`config.mk`:
```
export PLATFORM = sky130hd
export DESIGN_NAME = cnn_layer_sequencer
export DESIGN_NICKNAME = d
export VERILOG_FILES = /design/src/rtl/cnn_ctrl_pkg.sv /design/src/rtl/next_enabled_stage.sv /design/src/rtl/cnn_layer_sequencer.sv
export SDC_FILE = /design/constraint.sdc
export NUM_CORES = 1
export LEC_CHECK = 0
export CORE_MARGIN = 2
export CORE_UTILIZATION = 45
export CTS_BUF_LIST = sky130_fd_sc_hd__clkbuf_8
export DETAILED_ROUTE_END_ITERATION = 10
export DONT_BUFFER_PORTS = 1
export GPL_ROUTABILITY_DRIVEN = 0
export MAX_ROUTING_LAYER = met4
export PLACE_DENSITY = 0.57
export SYNTH_ARGS = -nofsm -noshare
export SYNTH_HDL_FRONTEND = slang
export SYNTH_SLANG_ARGS = --single-unit
```
`constraint.sdc`:
```
create_clock -name clk -period 1.7 [get_ports clk]
set_input_delay 0.34 -clock clk [delete_from_list [all_inputs] [get_ports clk]]
set_output_delay 0.34 -clock clk [all_outputs]
set_load 0.05 [all_outputs]
```
`src/rtl/cnn_ctrl_pkg.sv`:
```
// Shared definitions for the CNN layer controller: sequencer state encoding,
// fixed stage order of the layer engines and ping-pong M10K bank encoding.
package cnn_ctrl_pkg;

  typedef enum logic [2:0] {
    IDLE   = 3'd0,
    LAUNCH = 3'd1,
    WAIT   = 3'd2,
    FINISH = 3'd3,
    ERROR  = 3'd4
  } seq_state_t;

  // Engine launch order
  localparam int unsigned STAGE_CONV1 = 0;
  localparam int unsigned STAGE_POOL1 = 1;
  localparam int unsigned STAGE_CONV2 = 2;
  localparam int unsigned STAGE_POOL2 = 3;

  // Source bank select; the active engine writes the opposite bank
  localparam logic BANK_A = 1'b0;
  localparam logic BANK_B = 1'b1;

endpackage : cnn_ctrl_pkg

```
`src/rtl/next_enabled_stage.sv`:
```
// Combinational priority search for the next enabled stage.
// Ports:
//   en         - per-stage enable mask
//   cur_idx    - index of the current stage
//   from_start - treat the start index as -1 (search includes stage 0)
//   next_idx_c - lowest enabled index above the start point
//   found_c    - an enabled stage exists above the start point
module next_enabled_stage
  import cnn_ctrl_pkg::*;
#(
  parameter int unsigned NUM_STAGES = 4,
  localparam int unsigned IDX_W = $clog2(NUM_STAGES)
) (
  input  logic [NUM_STAGES-1:0] en,
  input  logic [IDX_W-1:0]      cur_idx,
  input  logic                  from_start,
  output logic [IDX_W-1:0]      next_idx_c,
  output logic                  found_c
);

  // Ascending scan; the first hit wins so the lowest qualifying index is taken
  always_comb begin
    next_idx_c = '0;
    found_c    = 1'b0;
    for (int unsigned i = 0; i < NUM_STAGES; i++) begin
      if (!found_c && en[i] && (from_start || (IDX_W'(i) > cur_idx))) begin
        found_c    = 1'b1;
        next_idx_c = IDX_W'(i);
      end
    end
  end

endmodule : next_enabled_stage

```
`src/rtl/cnn_layer_sequencer.sv`:
```
// Top-level layer controller: launches the enabled layer engines one at a time
// in index order, waits for each engine's done pulse, steers the ping-pong
// bank select and pulses all_done_out when the sequence completes.
// Optional watchdog: define CNN_SEQ_WATCHDOG_EN to time out a stalled stage.
// Ports:
//   clk, reset       - clock, synchronous active-high reset
//   start            - begin a sequence (accepted only in IDLE)
//   abort_in         - cancel from any state (highest priority)
//   stage_enable_in  - per-stage enable, latched on accepted start
//   stage_done_in    - done pulses from the engines
//   stage_run_out    - one-hot single-cycle run pulse
//   stage_idx_out    - active stage index
//   bank_sel_out     - source bank of the active stage
//   busy_out         - sequence in progress
//   all_done_out     - single-cycle completion pulse
//   error_out        - watchdog timeout flag
module cnn_layer_sequencer
  import cnn_ctrl_pkg::*;
#(
  parameter int unsigned NUM_STAGES     = 4,
  parameter int unsigned TIMEOUT_CYCLES = 200000,
  localparam int unsigned IDX_W = $clog2(NUM_STAGES)
) (
  input  logic                  clk,
  input  logic                  reset,
  input  logic                  start,
  input  logic                  abort_in,
  input  logic [NUM_STAGES-1:0] stage_enable_in,
  input  logic [NUM_STAGES-1:0] stage_done_in,
  output logic [NUM_STAGES-1:0] stage_run_out,
  output logic [IDX_W-1:0]      stage_idx_out,
  output logic                  bank_sel_out,
  output logic                  busy_out,
  output logic                  all_done_out,
  output logic                  error_out
);

  seq_state_t state_q, state_d;

  logic [NUM_STAGES-1:0] en_q, en_d;
  logic [IDX_W-1:0]      idx_q, idx_d;
  logic                  bank_q, bank_d;
  logic [NUM_STAGES-1:0] run_q, run_d;
  logic                  busy_q, busy_d;
  logic                  all_done_q, all_done_d;

  logic [IDX_W-1:0] first_idx_c, nxt_idx_c;
  logic             first_found_c, nxt_found_c;
  logic             done_sel_c;
  logic             wd_expire_c;

  // Only the active stage's done is observed
  assign done_sel_c = stage_done_in[idx_q];

  // First stage of a new sequence, searched on the raw enable being latched
  next_enabled_stage #(.NUM_STAGES(NUM_STAGES)) u_first (
    .en         (stage_enable_in),
    .cur_idx    ('0),
    .from_start (1'b1),
    .next_idx_c (first_idx_c),
    .found_c    (first_found_c)
  );

  // Next enabled stage above the active one
  next_enabled_stage #(.NUM_STAGES(NUM_STAGES)) u_next (
    .en         (en_q),
    .cur_idx    (idx_q),
    .from_start (1'b0),
    .next_idx_c (nxt_idx_c),
    .found_c    (nxt_found_c)
  );

`ifdef CNN_SEQ_WATCHDOG_EN
  localparam int unsigned CNT_W = $clog2(TIMEOUT_CYCLES + 1);

  logic [CNT_W-1:0] wd_cnt_q;
  logic             error_q;

  // Counter is zero during the run cycle, so expiry lands TIMEOUT_CYCLES after run
  assign wd_expire_c = (state_q == WAIT) && (wd_cnt_q == CNT_W'(TIMEOUT_CYCLES - 1));

  always_ff @(posedge clk) begin
    if (reset) begin
      wd_cnt_q <= '0;
    end else if (state_d == LAUNCH) begin
      wd_cnt_q <= '0;
    end else if ((state_q == LAUNCH) || (state_q == WAIT)) begin
      wd_cnt_q <= wd_cnt_q + CNT_W'(1);
    end
  end

  // Error flag mirrors residence in ERROR
  always_ff @(posedge clk) begin
    if (reset) begin
      error_q <= 1'b0;
    end else begin
      error_q <= (state_d == ERROR);
    end
  end

  assign error_out = error_q;
`else
  logic unused_timeout;

  assign wd_expire_c    = 1'b0;
  assign unused_timeout = ^32'(TIMEOUT_CYCLES);
  assign error_out      = 1'b0;
`endif

  // State register
  always_ff @(posedge clk) begin
    if (reset) begin
      state_q <= IDLE;
    end else begin
      state_q <= state_d;
    end
  end

  // Next-state logic; abort overrides every other event
  always_comb begin
    state_d = state_q;
    if (abort_in) begin
      state_d = IDLE;
    end else begin
      case (state_q)
        IDLE: begin
          if (start) begin
            state_d = first_found_c ? LAUNCH : FINISH;
          end
        end
        LAUNCH: state_d = WAIT;
        WAIT: begin
          if (done_sel_c) begin
            state_d = nxt_found_c ? LAUNCH : FINISH;
          end else if (wd_expire_c) begin
            state_d = ERROR;
          end
        end
        FINISH:  state_d = IDLE;
        ERROR:   state_d = ERROR;
        default: state_d = IDLE;
      endcase
    end
  end

  // Next values of the registered outputs
  always_comb begin
    en_d       = en_q;
    idx_d      = idx_q;
    bank_d     = bank_q;
    run_d      = '0;
    all_done_d = 1'b0;
    // busy stays up for one trailing cycle after FINISH unless aborted
    busy_d     = (state_d != IDLE) || ((state_q == FINISH) && !abort_in);
    if (!abort_in) begin
      case (state_q)
        IDLE: begin
          if (start) begin
            en_d   = stage_enable_in;
            bank_d = BANK_A;
            if (first_found_c) begin
              idx_d = first_idx_c;
              run_d = NUM_STAGES'(1) << first_idx_c;
            end else begin
              all_done_d = 1'b1;
            end
          end
        end
        WAIT: begin
          if (done_sel_c) begin
            bank_d = ~bank_q;
            if (nxt_found_c) begin
              idx_d = nxt_idx_c;
              run_d = NUM_STAGES'(1) << nxt_idx_c;
            end else begin
              all_done_d = 1'b1;
            end
          end
        end
        default: ;
      endcase
    end
  end

  // Output and enable registers
  always_ff @(posedge clk) begin
    if (reset) begin
      en_q       <= '0;
      idx_q      <= '0;
      bank_q     <= 1'b0;
      run_q      <= '0;
      busy_q     <= 1'b0;
      all_done_q <= 1'b0;
    end else begin
      en_q       <= en_d;
      idx_q      <= idx_d;
      bank_q     <= bank_d;
      run_q      <= run_d;
      busy_q     <= busy_d;
      all_done_q <= all_done_d;
    end
  end

  assign stage_run_out = run_q;
  assign stage_idx_out = idx_q;
  assign bank_sel_out  = bank_q;
  assign busy_out      = busy_q;
  assign all_done_out  = all_done_q;

endmodule : cnn_layer_sequencer
```
==> results.toml <==
[clock_tree]
cts_num_sinks = 15
cts_buffers = 3
h-tree-depth = 1
clockRootBuffer = "clkbuf_8"
cts_tree = "built"
post_cts.repair.setup_buffers = 0
path_clk_slew_ps = 60
clockBufferDepth = 2
insertion_delay_ps = 250

[finish]
nets = 119
layout-drive-gt1-share_pct = 19.81
fin_util_pct = 54.55
postLayoutCellArea_sq_um = 952.2
final_cell_mix = "dfxtp_1, nor2_1, nand2_1"
num_antenna_cells = 0
final_common_cell = "dfxtp_1"
syn_to_final_growth_pct = 13.75

[setup_path]
r2r_slack_ps = 60
endpoint = "stage_idx_out[1]"
worstSetupPathType = "reg -> reg"
crit_required_ps = 1860
reg2regPathDepth = 4
reg2reg_to = "stage_idx_out[1]"
cp_max_fo = 6
cp-end-kind = "flop"
reg2reg_from = "stage_idx_out[0]"
start_kind = "flop"
arrival_ps = 1800
startpoint = "stage_idx_out[0]"

[sta]
hold_viol_final = 0
setup-violations-final = 0
slew_headroom_pct = 62.22
rsz0062_at_grt = "false"
skew_ps = 2.260
finalCriticalPeriod_ps = 1637
holdWs_ps = 138.1
fmax_mhz = 610.7
slew_violations = 0
finalWorstSetupSlack_ps = 62.67
worst_pin_slew_ps = 565.9
period_share_pct = 96.31
fin_setup_tns_ps = 0

[synth]
synth_warnings = 0
syn-num-nets = 114
yosys_register_bits = 15
synth_top_area_share_pct = 35.87
synth_cell_types = 37
syn_avg_cell_area_sq_um = 8.206
syn_inst = 102
async_flop_share_pct = 0
synthFlopType = "dfxtp_1"
syn_area_sq_um = 837.1
yosysSeqAreaShare_pct = 35.87
yosys.area.top_type = "dfxtp_1"
synth.area.top_cells = "dfxtp_1, a21oi_1, nor2_1, nand2_1, o21ai_0"
synth_edf_count = 0

[detailed_routing]
viasPerCell = 6.076
detail_route.first_pass.iterations = 4
routed_wirelength_um = 2065
antenna_left = 0
drt_iter0_drc = 13
vias = 796
drc_errors = 0
routedWlPerCell_um = 15.76

[floorplanning]
core_sq_um = 1745
die_height_um = 47.13
die-area_sq_um = 2221
rows = 15
ioPinCount = 22
start_util_pct = 47.96
die_width_um = 47.13

[global_routing]
overflow = 0
antenna_found_initial = 0
grt_pass1_wl_um = 3160
grt_usage_pct = 21.36
grt_max_degree = 11
grt_pass1_vias = 718

[placement]
port_buffers = 0
post-place-ws_ps = 36.74
place_area_sq_um = 883.3
dp.final_hpwl_um = 1562

[power]
p_int_w = 0.0005798
swShare_pct = 28.61
seqPwrFrac_pct = 48.0
clockPowerShare_pct = 36.1
p_leak_nw = 0.3369
pwr_density_cell_nw_per_um2 = 853.0
power_frac_comb_pct = 16.0
p_switching_w = 0.0002324
vdd_drop_max_v = 0.0006243

[flow_run]
maxCapViolCount = 0

[min_path]
min_path_type = "in -> reg"

[outcome]
status = "finished clean"
-- logic make-up (layout without fill, tap and decap cells) --
group | after synthesis | in the layout | share of synthesized area [%]
compound gates | 32 | 32 | 25.56
simple gates | 45 | 45 | 29.90
other cells | 1 | 1 | 0.4480
flops | 15 | 15 | 35.87
buf+inv | 7 | 11 | 4.186
mux | 2 | 2 | 4.036
-- final cells by class --
cell class / instances / area, sq um
Clock buffer: 3 / 41.29
Tap cell: 25 / 31.28
Timing Repair Buffer: 5 / 37.54
Clock inverter: 1 / 5.005
Inverter: 2 / 7.507
Fill cell: 180 / 793.3
Multi-Input combinational cell: 80 / 524.3
Sequential cell: 15 / 305.3
-- timing repair --
| action | in CTS | in global routing |
|---|---|---|
| hold buffers | 0 | 0 |
| resized for setup | 0 | 4 |
| setup endpoints to repair | 0 | 4 |
-- flip-flops by register name, indices dropped and copies added, names as in the netlist --
| register | flops |
|---|---|
| state_q | 3 |
| bank_sel_out | 1 |
| en_q | 3 |
| stage_idx_out | 2 |
| all_done_out | 1 |
| stage_run_out | 4 |
| busy_out | 1 |
-- per-stage QoR --
| step | power (W) | instances |
|---|---|---|
| floorplan | 0.0004911 | 102 |
| global placement | 0.0005156 | 127 |
| detailed placement | 0.0005179 | 127 |
| CTS | 0.0008128 | 131 |
| global route | 0.0008439 | 131 |
| finish | 0.0008122 | 131 |
-- critical path, cell delays in order, from the launching register on --
cell      delay (ps)
dfxtp_4          380
mux4_2           570
and2_4           210
a31o_1           200
a211oi_1         190
-- synthesized netlist by cell type, types with 2 or more instances --
library cell	n
a211oi_1	2
a21oi_1	10
a311oi_1	2
and3_1	2
buf_2	4
dfxtp_1	15
inv_1	2
nand2_1	11
nor2_1	12
nor2b_1	5
nor3_1	2
nor3b_1	2
o21ai_0	7
o32a_1	2
or3_1	2
-- power groups by stage --
stage               logic (W)  clock network, W  registers (W)
floorplan           0.0000852                 0       0.000406
global placement     0.000119                 0       0.000396
detailed placement   0.000121                 0       0.000397
CTS                  0.000122          0.000302       0.000389
global route         0.000143          0.000310       0.000392
finish               0.000130          0.000293       0.000390
-- per-layer routing --
metal  track usage [%]  up-vias  part of all wire [%]
met2             35.07       26                    50
met1             24.36      379                    42
met3             4.231        6                   6.1
met5                 -        -                     0
li1                  -      385                     -
met4             11.11        0                   1.8
-- how the worst min path moves through the flow --
stage	start	endpoint	slack, ps	depth (start not counted)
3_5_place_dp	reset	stage_idx_out[0]	410	1
3_3_place_gp	reset	stage_idx_out[0]	410	1
6_report	reset	stage_idx_out[0]	140	1
2_1_floorplan	reset	stage_idx_out[0]	400	1
4_1_cts	reset	stage_idx_out[1]	140	1
5_1_grt	reset	stage_idx_out[0]	140	1
(Power assumes the default switching activity.)
